[src/rtl/menu_pkg.sv]
`default_nettype none
// ============================================================================
// Module      : menu_pkg
// Description : Shared definitions for the pet UI menu. Holds the menu
//               controller state encoding and the icon index constants that
//               the action engine uses to decode acao_id.
// Revision    : 1.0 - initial release
// ============================================================================
package menu_pkg;

    // Menu controller states. All four 2-bit codes are in use.
    typedef enum logic [1:0] {
        ST_IDLE     = 2'd0,   // menu hidden
        ST_NAVEGA   = 2'd1,   // menu visible, cursor moving
        ST_EXECUTA  = 2'd2,   // action request pending on the handshake
        ST_AGUARDA  = 2'd3    // waiting for the action engine to go idle
    } estado_t;

    // Icon indices, in on-screen order. The action engine decodes acao_id
    // against these same values.
    localparam int ITEM_COMIDA  = 0;
    localparam int ITEM_BRINCAR = 1;
    localparam int ITEM_LIMPAR  = 2;
    localparam int ITEM_DORMIR  = 3;
    localparam int ITEM_REMEDIO = 4;
    localparam int ITEM_BANHO   = 5;
    localparam int ITEM_STATUS  = 6;
    localparam int ITEM_LUZ     = 7;

endpackage : menu_pkg
`default_nettype wire

[src/rtl/contador_timeout.sv]
`default_nettype none
// ============================================================================
// Module      : contador_timeout
// Description : Inactivity counter for the menu. Counts while enabled,
//               returns to zero when cleared or disabled, and raises expira
//               during the cycle in which the count sits at TIMEOUT_CICLOS-1
//               with no clear, so the owner can leave on that edge.
// Ports       : clk, rst_n (async, active-low)
//               clear   in  1  any button press this cycle
//               enable  in  1  counting window (menu open)
//               expira  out 1  inactivity limit reached this cycle
// Revision    : 1.0 - initial release
// ============================================================================
module contador_timeout #(
    parameter int TIMEOUT_CICLOS = 12_000_000,
    parameter int TIMEOUT_W      = 24
) (
    input  logic clk,
    input  logic rst_n,
    input  logic clear,
    input  logic enable,
    output logic expira
);

    localparam logic [TIMEOUT_W-1:0] C_LIMITE = TIMEOUT_W'(TIMEOUT_CICLOS - 1);

    logic [TIMEOUT_W-1:0] r_contagem;

    always_ff @(posedge clk or negedge rst_n) begin
        if (!rst_n) begin
            r_contagem <= '0;
        end else if (clear || !enable) begin
            r_contagem <= '0;
        end else begin
            r_contagem <= r_contagem + 1'b1;
        end
    end

    // A press on the same edge wins over the timeout.
    assign expira = enable && !clear && (r_contagem == C_LIMITE);

endmodule : contador_timeout
`default_nettype wire

[src/rtl/controlador_menu.sv]
`default_nettype none
// ============================================================================
// Module      : controlador_menu
// Description : Menu navigation controller for the three-button pet UI.
//               Turns debounced one-cycle button pulses into a wrapping
//               cursor over N_ITENS icons, issues a valid/ready action
//               request on confirm, then locks out input until the action
//               engine reports idle.
// Ports       : clk, rst_n (async, active-low)
//               btn_sel / btn_ok / btn_cancel  in   1  one-cycle press pulses
//               acao_ready                     in   1  engine accepts request
//               busy                           in   1  engine executing
//               menu_ativo                     out  1  menu visible
//               cursor                         out  W  highlighted icon
//               acao_valid                     out  1  request pending
//               acao_id                        out  W  requested icon
//               (W = $clog2(N_ITENS); all outputs registered)
// Options     : MENU_TIMEOUT_EN - when defined, the menu closes after
//               TIMEOUT_CICLOS cycles without a press.
// Revision    : 1.0 - initial release
// ============================================================================
module controlador_menu
    import menu_pkg::*;
#(
    parameter int N_ITENS        = 8,
    parameter int TIMEOUT_CICLOS = 12_000_000,
    parameter int TIMEOUT_W      = 24
) (
    input  logic                       clk,
    input  logic                       rst_n,
    input  logic                       btn_sel,
    input  logic                       btn_ok,
    input  logic                       btn_cancel,
    input  logic                       acao_ready,
    input  logic                       busy,
    output logic                       menu_ativo,
    output logic [$clog2(N_ITENS)-1:0] cursor,
    output logic                       acao_valid,
    output logic [$clog2(N_ITENS)-1:0] acao_id
);

    localparam int               C_CW     = $clog2(N_ITENS);
    localparam logic [C_CW-1:0]  C_ULTIMO = C_CW'(N_ITENS - 1);

    estado_t          r_estado;
    estado_t          w_estado_prox;
    logic [C_CW-1:0]  r_cursor;
    logic [C_CW-1:0]  w_cursor_prox;
    logic [C_CW-1:0]  r_acao_id;
    logic [C_CW-1:0]  w_acao_id_prox;
    logic             r_menu_ativo;
    logic             r_acao_valid;

    // Priority resolution: cancel > ok > sel; only the winner is acted on.
    logic w_press_cancel;
    logic w_press_ok;
    logic w_press_sel;
    logic w_press_any;
    logic w_expira;

    assign w_press_cancel = btn_cancel;
    assign w_press_ok     = btn_ok  && !btn_cancel;
    assign w_press_sel    = btn_sel && !btn_ok && !btn_cancel;
    assign w_press_any    = btn_sel || btn_ok || btn_cancel;

`ifdef MENU_TIMEOUT_EN
    contador_timeout #(
        .TIMEOUT_CICLOS (TIMEOUT_CICLOS),
        .TIMEOUT_W      (TIMEOUT_W)
    ) u_contador_timeout (
        .clk    (clk),
        .rst_n  (rst_n),
        .clear  (w_press_any),
        .enable (r_estado == ST_NAVEGA),
        .expira (w_expira)
    );
`else
    // No inactivity limit: the menu stays open until cancel or ok.
    assign w_expira = 1'b0;

    // Keeps the timeout parameters referenced when the feature is absent.
    generate
        if (TIMEOUT_CICLOS < 1 || TIMEOUT_W < 1) begin : g_timeout_sem_uso
        end
    endgenerate
`endif

    // Next-state, cursor and action id.
    always_comb begin
        w_estado_prox  = r_estado;
        w_cursor_prox  = r_cursor;
        w_acao_id_prox = r_acao_id;

        case (r_estado)
            ST_IDLE: begin
                // Opening press is consumed; it never moves the cursor.
                if (w_press_any) begin
                    w_estado_prox = ST_NAVEGA;
                    w_cursor_prox = '0;
                end
            end

            ST_NAVEGA: begin
                if (w_press_cancel) begin
                    w_estado_prox = ST_IDLE;
                end else if (w_press_ok) begin
                    w_estado_prox  = ST_EXECUTA;
                    w_acao_id_prox = r_cursor;
                end else if (w_press_sel) begin
                    w_cursor_prox = (r_cursor == C_ULTIMO) ? '0 : r_cursor + 1'b1;
                end else if (w_expira) begin
                    w_estado_prox = ST_IDLE;
                end
            end

            ST_EXECUTA: begin
                // Request cannot be withdrawn; buttons are ignored here.
                if (r_acao_valid && acao_ready) begin
                    w_estado_prox = ST_AGUARDA;
                end
            end

            ST_AGUARDA: begin
                if (!busy) begin
                    w_estado_prox = ST_IDLE;
                end
            end

            default: begin
                w_estado_prox = ST_IDLE;
            end
        endcase
    end

    // State and output registers. Outputs are decoded from the next state so
    // they change on the same edge as the state, with no input-to-output path.
    always_ff @(posedge clk or negedge rst_n) begin
        if (!rst_n) begin
            r_estado     <= ST_IDLE;
            r_cursor     <= '0;
            r_acao_id    <= '0;
            r_menu_ativo <= 1'b0;
            r_acao_valid <= 1'b0;
        end else begin
            r_estado     <= w_estado_prox;
            r_cursor     <= w_cursor_prox;
            r_acao_id    <= w_acao_id_prox;
            r_menu_ativo <= (w_estado_prox == ST_NAVEGA);
            r_acao_valid <= (w_estado_prox == ST_EXECUTA);
        end
    end

    assign menu_ativo = r_menu_ativo;
    assign cursor     = r_cursor;
    assign acao_valid = r_acao_valid;
    assign acao_id    = r_acao_id;

endmodule : controlador_menu
`default_nettype wire
[config.mk]
export PLATFORM = sky130hd
export DESIGN_NAME = controlador_menu
export DESIGN_NICKNAME = d
export VERILOG_FILES = /design/src/rtl/menu_pkg.sv /design/src/rtl/contador_timeout.sv /design/src/rtl/controlador_menu.sv
export SDC_FILE = /design/constraint.sdc
export NUM_CORES = 1
export LEC_CHECK = 0
export ABC_AREA = 1
export CORE_AREA = 2 2 39 41
export DETAILED_ROUTE_END_ITERATION = 8
export DIE_AREA = 0 0 41 43
export GPL_TIMING_DRIVEN = 0
export PLACE_DENSITY = 0.65
export REMOVE_ABC_BUFFERS = 1
export SKIP_CTS_REPAIR_TIMING = 1
export SLEW_MARGIN = 10
export SYNTH_ARGS = -nofsm -noshare
export SYNTH_HDL_FRONTEND = slang
export SYNTH_SLANG_ARGS = --single-unit
[constraint.sdc]
create_clock -name clk -period 3.35 [get_ports clk]
set_clock_uncertainty 0.05 [all_clocks]
set_input_delay 0.67 -clock clk [delete_from_list [all_inputs] [get_ports clk]]
set_output_delay 0.67 -clock clk [all_outputs]
set_load 0.02 [all_outputs]
==> impl_metrics.env, run 1 <==
export IMPL_r2r_start="cursor[0]"
export IMPL_clock_fmax_mhz=495
export IMPL_num_vias=430
export IMPL_avgRoutedWirePerCell_um=8.41
export IMPL_run_status="finished, final reports clean"
export IMPL_firstDrtPassIters=3
export IMPL_area_delta_synth_final_pct=37.7
export IMPL_antennaDiodeCount=0
export IMPL_first_iter_violations=6
export IMPL_crit_family="buffers and inverters"
export IMPL_setup_viol=0
export IMPL_grt_pass1_wl_mm=1.32
export IMPL_root_buffer="clkbuf_4"
export IMPL_clkSlewWorstSetupHoldPaths_ns=0.07
export IMPL_multiInputGateArea_um2=221
export IMPL_avgSynthCellArea_um2=7.89
export IMPL_synth_distinct_cells=14
export IMPL_rsz0062_at_grt="no"
export IMPL_grt_total_usage_pct=10.9
export IMPL_synthesis_instances=66
export IMPL_hold_slack_ns=0.431
export IMPL_tightest_slew_ns=0.433
export IMPL_vdd_ir_drop_max_v=0.000245
export IMPL_p_leak_nw=0.368
export IMPL_ys_warnings_count=0
export IMPL_grt_max_degree=11
export IMPL_timing_setup_tns_ns=0
export IMPL_fillers=137
export IMPL_end_kind="primary output"
export IMPL_route_detailed_drc=0
export IMPL_ys_seq_elements=10
export IMPL_hold_class="reg -> reg"
export IMPL_yosysTopAreaCell="dfrtp_1"
export IMPL_synth_top_cell_area_share_pct=48.1
export IMPL_fin_ws_ns=1.33
export IMPL_nets=94
export IMPL_drt_met1_wl_um=392
export IMPL_clockBufferDepth=2
export IMPL_die_width_um=41
export IMPL_clk_latency_ns=0.25
export IMPL_hold_viol_final=0
export IMPL_maxCapViolations=0
export IMPL_min_to="acao_id[1]"
export IMPL_pre_cts_ws_ns=1.42
export IMPL_crit_type="reg -> out"
export IMPL_crit_fanout=5
export IMPL_cts_sinks=10
export IMPL_final_seq_area_um2=250
export IMPL_cts_tree="built"
export IMPL_wl_met3_um=37
export IMPL_path_cells="clkdlybuf4s50_1"
export IMPL_critPathSlowestCell="clkdlybuf4s50_1"
export IMPL_port_buffers=14
export IMPL_vias_per_cell=4.30
export IMPL_grt_overflow=0
export IMPL_worstHoldStart="acao_id[1]"
export IMPL_io_pins=15
export IMPL_dr_max_layer_used="met3"
export IMPL_slowest_delay_ns=0.63
export IMPL_place_hpwl_um=696
export IMPL_period_minus_slack_ns=2.02
export IMPL_yosysSeqAreaShare_pct=48.1
export IMPL_drive_above_1_share_pct=11.9
export IMPL_fp_coreArea_um2=1380
export IMPL_required_ns=2.63
export IMPL_fp_row_count=14
export IMPL_crit_buf_inv=1
export IMPL_maxSlewHeadroom_pct=71.0
export IMPL_routed_wl_um=841
export IMPL_whs_path_depth=2
export IMPL_initial_core_util_pct=37.6
export IMPL_wl_met2_um=411
export IMPL_power_density_nw_per_um2=841
export IMPL_drv_slew=0
export IMPL_dieArea_um2=1760
export IMPL_antenna_found_initial=0
export IMPL_dieHeight_um=43
export IMPL_r2r_end="cursor[2]"
export IMPL_yosys_top_cells_area="dfrtp_1 48%, nand2_1 14%, inv_1 8.7%"
export IMPL_htree_levels=1
export IMPL_regToRegSetupSlack_ns=2.10
export IMPL_worstSetupStartpointType="register"
export IMPL_period_share_pct=60.3
export IMPL_drt_antenna_violating_nets=0
export IMPL_gp_congestion=0.768
export IMPL_cp_arrival_ns=1.30
export IMPL_netlist_area_um2=520
export IMPL_grt_pass1_vias=350
export IMPL_numCtsBuffers=3
export IMPL_reg2regPathDepth=6
placed cells by master (no fill, tap or decap):
| master | instances |
|---|---|
| nand3_1 | 2 |
| clkdlybuf4s50_1 | 14 |
| a21oi_2 | 1 |
| nand2_2 | 2 |
| and2_1 | 1 |
| ha_1 | 2 |
| inv_2 | 1 |
| nor2_4 | 1 |
| o21ai_0 | 4 |
| clkbuf_8 | 1 |
| nor3_1 | 1 |
| nand2_1 | 19 |
| clkbuf_4 | 3 |
| nor2_1 | 9 |
| inv_1 | 12 |
| nand3_4 | 1 |
| dfrtp_1 | 10 |
worst max path at each step:
stage / startpoint / end / slack (ns) / cells after the start
after floorplan: btn_cancel / menu_ativo / 1.98 / 6
after global placement: btn_ok / menu_ativo / 1.46 / 7
after detailed placement: btn_cancel / menu_ativo / 1.42 / 7
after CTS: cursor[0] / cursor[0] / 1.32 / 1
after global routing: cursor[0] / cursor[0] / 1.27 / 1
final: cursor[0] / cursor[0] / 1.33 / 1
worst reg2reg max path: stages, from the launching register on:
cell	delay, ns
dfrtp_1	0.42
ha_1	0.22
ha_1	0.27
inv_1	0.03
nor2_1	0.09
nand2_1	0.06
nand2_1	0.06
kinds of logic after synthesis:
| kind of cell | synth area share (%) |
|---|---|
| buffers and inverters | 9.37 |
| and+or+nand+nor | 32.2 |
| DFF | 48.1 |
| adders and majority gates | 4.81 |
| AOI/OAI and AO/OA | 5.53 |
per-layer routing:
layer / GRT usage [%] / vias to the layer above
met5: 0 / -
li1: - / 235
met1: 15.5 / 185
met3: 1.57 / 0
met2: 14.4 / 10
met4: 8.00 / 0
power by group:
part           total (W)  internal, W  switching, W  leakage [nW]
Sequential      0.000206     0.000169     0.0000375         0.132
Combinational   0.000292     0.000127      0.000165         0.215
Clock           0.000105    0.0000658     0.0000388        0.0210
Total           0.000603     0.000361      0.000241         0.368
layout make-up:
class	count	area share, %
clock buffers	4	5.06
inverters	13	6.81
multi-input cells	43	30.9
flip-flops and latches	10	34.9
well taps	16	2.79
repair buffers	14	19.5
cell usage after synthesis:
| library cell | instances |
|---|---|
| a21oi_2 | 1 |
| ha_1 | 2 |
| nand2_1 | 19 |
| inv_1 | 12 |
| o21ai_0 | 4 |
| dfrtp_1 | 10 |
| and2_1 | 1 |
| nor2_1 | 9 |
| nor2_4 | 1 |
| inv_2 | 1 |
| nor3_1 | 1 |
| nand3_1 | 2 |
| nand3_4 | 1 |
| nand2_2 | 2 |
metrics by stage:
stage	cells	power (W)	cell area, µm²	utilization [%]
final	100	0.000603	717	51.8
after global routing	100	0.000654	717	51.8
after CTS	100	0.000608	717	51.8
after detailed placement	96	0.000504	681	49.2
after global placement	96	0.000497	681	49.2
after floorplan	66	0.000394	520	-
sequential cells by signal, summed over array words and instances (netlist names):
register and flops:
r_estado 2, acao_valid 1, cursor 3, acao_id 3, menu_ativo 1
(Power assumes the default switching activity.)
==> inputs of run 2 (changes only) <==
Settings changed: CORE_AREA 2 2 39 41 to unset, CORE_UTILIZATION set to 39, DIE_AREA 0 0 41 43 to unset, PLACE_DENSITY 0.65 to 0.67.
Clock period 3.35 ns to 1.7 ns, I/O delays scaled along.
==> impl_metrics.env, run 2 (synthesis gave the netlist of run 1 again) <==
export IMPL_htree_levels=1
export IMPL_initial_core_util_pct=44.4
export IMPL_path_cells="clkdlybuf4s50_1"
export IMPL_hold_viol_final=0
export IMPL_vias_per_cell=4.46
export IMPL_crit_buf_inv=1
export IMPL_crit_family="buffers and inverters"
export IMPL_antenna_found_initial=0
export IMPL_required_ns=1.31
export IMPL_first_iter_violations=11
export IMPL_worstSetupStartpointType="register"
export IMPL_power_density_nw_per_um2=1660
export IMPL_final_seq_area_um2=250
export IMPL_fillers=115
export IMPL_drt_antenna_violating_nets=0
export IMPL_crit_fanout=2
export IMPL_fin_util_pct=61.6
export IMPL_root_buffer="clkbuf_4"
export IMPL_clkSlewWorstSetupHoldPaths_ns=0.07
export IMPL_clockBufferDepth=2
export IMPL_nets=94
export IMPL_setup_viol=0
export IMPL_dieHeight_um=38.5
export IMPL_p_leak_nw=0.419
export IMPL_rsz0062_at_grt="no"
export IMPL_maxSlewHeadroom_pct=70.1
export IMPL_fp_coreArea_um2=1170
export IMPL_place_hpwl_um=720
export IMPL_cp_depth=1
export IMPL_period_minus_slack_ns=1.60
export IMPL_avgRoutedWirePerCell_um=9.46
export IMPL_crit_type="reg -> out"
export IMPL_die_width_um=38.5
export IMPL_cts_sinks=10
export IMPL_grt_overflow=0
export IMPL_regToRegSetupSlack_ns=0.45
export IMPL_grt_pass1_vias=386
export IMPL_finalInstanceArea_um2=722
export IMPL_fp_row_count=12
export IMPL_port_buffers=14
export IMPL_drive_above_1_share_pct=11.9
export IMPL_multiInputGateArea_um2=221
export IMPL_placed_cell_area_um2=678
export IMPL_reg2regPathDepth=6
export IMPL_tightest_slew_ns=0.446
export IMPL_route_detailed_drc=0
export IMPL_num_vias=437
export IMPL_hold_class="in -> async"
export IMPL_cts_tree="built"
export IMPL_grt_pass1_wl_mm=1.59
export IMPL_io_pins=15
export IMPL_grt_total_usage_pct=15.5
export IMPL_period_share_pct=93.8
export IMPL_run_status="finished, final reports clean"
export IMPL_instances_no_fill=98
export IMPL_dp_cells=94
export IMPL_vdd_ir_drop_max_v=0.000862
export IMPL_end_kind="primary output"
export IMPL_firstDrtPassIters=4
export IMPL_area_delta_synth_final_pct=38.7
export IMPL_drv_slew=0
export IMPL_slowest_delay_ns=0.60
export IMPL_numCtsBuffers=3
export IMPL_clock_fmax_mhz=627
export IMPL_routed_wl_um=927
export IMPL_maxCapViolations=0
export IMPL_mostFrequentLayoutCell="nand2_1"
export IMPL_dieArea_um2=1480
export IMPL_critPathSlowestCell="clkdlybuf4s50_1"
export IMPL_antennaDiodeCount=0
export IMPL_final_cell_mix="19 x nand2_1, 12 x inv_1, 11 x clkdlybuf4s50_1"
export IMPL_gp_congestion=0.674
export IMPL_grt_max_degree=11
export IMPL_cp_arrival_ns=1.21
export IMPL_clk_latency_ns=0.26
run 2: cell count changes in the layout (fill, tap and decap cells not counted), sizes merged:
cell	before	now
clkdlybuf4s50	14	11
dlymetal6s2s	0	3
run 2: layer usage:
layer	global-route usage, %	vias up	wire length, µm
met5	0	-	0
met4	5.17	0	4
met3	3.49	2	46
met2	24.2	9	420
met1	21.2	191	457
li1	-	235	-
run 2: cell type report:
class                   instances  area share [%]
flip-flops and latches         10            34.7
multi-input cells              43            30.7
repair buffers                 14            20.5
inverters                      13            6.76
clock buffers                   4            5.03
well taps                      14            2.43
run 2: power breakdown:
part / internal (W) / total, W / switching (W)
clock: 0.000130 / 0.000215 / 0.0000846
sequential: 0.000333 / 0.000406 / 0.0000735
combinational: 0.000245 / 0.000575 / 0.000330
run 2: final timing paths:
kind / from / end
worst max-delay path: acao_id[2] / acao_id[2]
worst min-delay path: rst_n / cursor[2]
worst max register to register: cursor[0] / cursor[2]
worst min register to register: acao_id[0] / acao_id[0]
max in group asynchronous: rst_n / r_estado[1]
min in group clk: acao_id[0] / acao_id[0]
run 2: stage by stage:
step           power, W  hold slack (ns)  setup WS, ns  setup TNS, ns
2_1_floorplan  0.000776         -0.00559         0.413              0
3_3_place_gp   0.000986            0.421         0.136              0
3_5_place_dp   0.000995            0.423         0.125              0
4_1_cts         0.00121            0.347       -0.0203        -0.0203
5_1_grt         0.00129            0.375        0.0582              0
6_report        0.00120            0.336         0.105              0
==> inputs of run 3 (changes only) <==
Settings changed: CORE_MARGIN set to 2.
==> impl_metrics.env, run 3 (synthesis gave the netlist of run 1 again) <==
export IMPL_run_status="finished, final reports clean"
export IMPL_dieHeight_um=40.5
export IMPL_grt_pass1_wl_mm=1.45
export IMPL_setup_viol=0
export IMPL_critPathSlowestCell="clkdlybuf4s50_1"
export IMPL_maxCapViolations=0
export IMPL_multiInputGateArea_um2=221
export IMPL_cts_tree="built"
export IMPL_required_ns=1.31
export IMPL_drive_above_1_share_pct=11.9
export IMPL_gp_congestion=0.633
export IMPL_switching_share_pct=40.2
export IMPL_clkSlewWorstSetupHoldPaths_ns=0.07
export IMPL_clockBufferDepth=2
export IMPL_fin_ws_ns=0.110
export IMPL_antennaDiodeCount=0
export IMPL_timing_setup_tns_ns=0
export IMPL_avgRoutedWirePerCell_um=9.00
export IMPL_final_cell_mix="19 x nand2_1, 12 x inv_1, 11 x clkdlybuf4s50_1"
export IMPL_power_density_nw_per_um2=1640
export IMPL_intPower_w=0.000707
export IMPL_regToRegSetupSlack_ns=0.45
export IMPL_root_buffer="clkbuf_4"
export IMPL_grt_pass1_vias=373
export IMPL_dieArea_um2=1640
export IMPL_clk_latency_ns=0.26
export IMPL_seq_power_share_pct=34.3
export IMPL_wl_met3_um=45
export IMPL_grt_max_degree=11
export IMPL_clock_fmax_mhz=629
export IMPL_place_hpwl_um=737
export IMPL_drt_met1_wl_um=422
export IMPL_crit_type="reg -> out"
export IMPL_drv_slew=0
export IMPL_vias_per_cell=4.36
export IMPL_first_iter_violations=3
export IMPL_cp_arrival_ns=1.20
export IMPL_num_vias=432
export IMPL_grt_total_usage_pct=14.0
export IMPL_hold_class="in -> async"
export IMPL_grt_overflow=0
export IMPL_die_width_um=40.5
export IMPL_maxSlewHeadroom_pct=70.4
export IMPL_area_delta_synth_final_pct=38.9
export IMPL_worstSetupStartpointType="register"
export IMPL_reg2regPathDepth=6
export IMPL_io_pins=15
export IMPL_route_detailed_drc=0
export IMPL_period_share_pct=93.5
export IMPL_crit_fanout=2
export IMPL_r2r_end="cursor[2]"
export IMPL_slowest_delay_ns=0.60
export IMPL_pwr_share_clk_pct=17.6
export IMPL_p_leak_nw=0.419
export IMPL_fin_util_pct=57.0
export IMPL_htree_levels=1
export IMPL_antenna_found_initial=0
export IMPL_cts_sinks=10
export IMPL_final_seq_area_um2=250
export IMPL_period_minus_slack_ns=1.59
export IMPL_fillers=125
export IMPL_finalInstanceArea_um2=723
export IMPL_firstDrtPassIters=2
export IMPL_vdd_ir_drop_max_v=0.000735
export IMPL_port_buffers=14
export IMPL_wl_met2_um=419
export IMPL_crit_family="buffers and inverters"
export IMPL_dr_max_layer_used="met4"
export IMPL_rsz0062_at_grt="no"
export IMPL_mostFrequentLayoutCell="nand2_1"
export IMPL_pwr_share_comb_pct=48.1
export IMPL_crit_buf_inv=1
export IMPL_drt_antenna_violating_nets=0
export IMPL_numCtsBuffers=3
export IMPL_fp_coreArea_um2=1270
export IMPL_placed_cell_area_um2=679
export IMPL_p_switching_w=0.000476
export IMPL_tightest_slew_ns=0.442
export IMPL_fp_row_count=13
export IMPL_initial_core_util_pct=41.0
export IMPL_path_cells="clkdlybuf4s50_1"
export IMPL_nets=94
export IMPL_hold_viol_final=0
export IMPL_end_kind="primary output"
export IMPL_routed_wl_um=891
export IMPL_pre_cts_ws_ns=0.122
export IMPL_r2r_start="cursor[0]"
## run 3: cell counts in the layout (fill, tap and decap cells not counted)
Identical to the previous run, type by type.
## run 3: power groups by stage
stage	clock, W	sequential (W)	combinational (W)
5_1_grt	0.000230	0.000416	0.000636
4_1_cts	0.000216	0.000408	0.000587
3_5_place_dp	0	0.000412	0.000583
2_1_floorplan	0	0.000490	0.000286
3_3_place_gp	0	0.000411	0.000575
6_report	0.000209	0.000406	0.000568
## run 3: layer usage
layer / vias to the layer above / GRT usage [%]
li1: 235 / -
met1: 186 / 15.8
met2: 9 / 22.2
met3: 2 / 5.56
met4: 0 / 7.50
met5: - / 0
## run 3: how the worst max path moves through the flow
stage | from | end | slack [ns] | depth (start not counted)
6_report | acao_id[1] | acao_id[1] | 0.11 | 1
5_1_grt | acao_id[2] | acao_id[2] | 0.05 | 1
4_1_cts | cursor[0] | cursor[0] | -0.01 | 1
3_5_place_dp | btn_cancel | menu_ativo | 0.12 | 7
3_3_place_gp | btn_ok | menu_ativo | 0.14 | 7
2_1_floorplan | cursor[0] | cursor[2] | 0.41 | 6
## run 3: stage by stage
| step | total power [W] | cells | hold WS (ns) |
|---|---|---|---|
| floorplan | 0.000776 | 66 | -0.00559 |
| global placement | 0.000986 | 95 | 0.424 |
| detailed placement | 0.000996 | 95 | 0.428 |
| CTS | 0.00121 | 99 | 0.355 |
| global route | 0.00128 | 99 | 0.381 |
| finish | 0.00118 | 99 | 0.338 |
## run 3: cell type report
type	count	area share, %
clock buffers	4	5.02
inverters	13	6.75
multi-input cells	43	30.6
flip-flops and latches	10	34.6
well taps	15	2.60
repair buffers	14	20.4
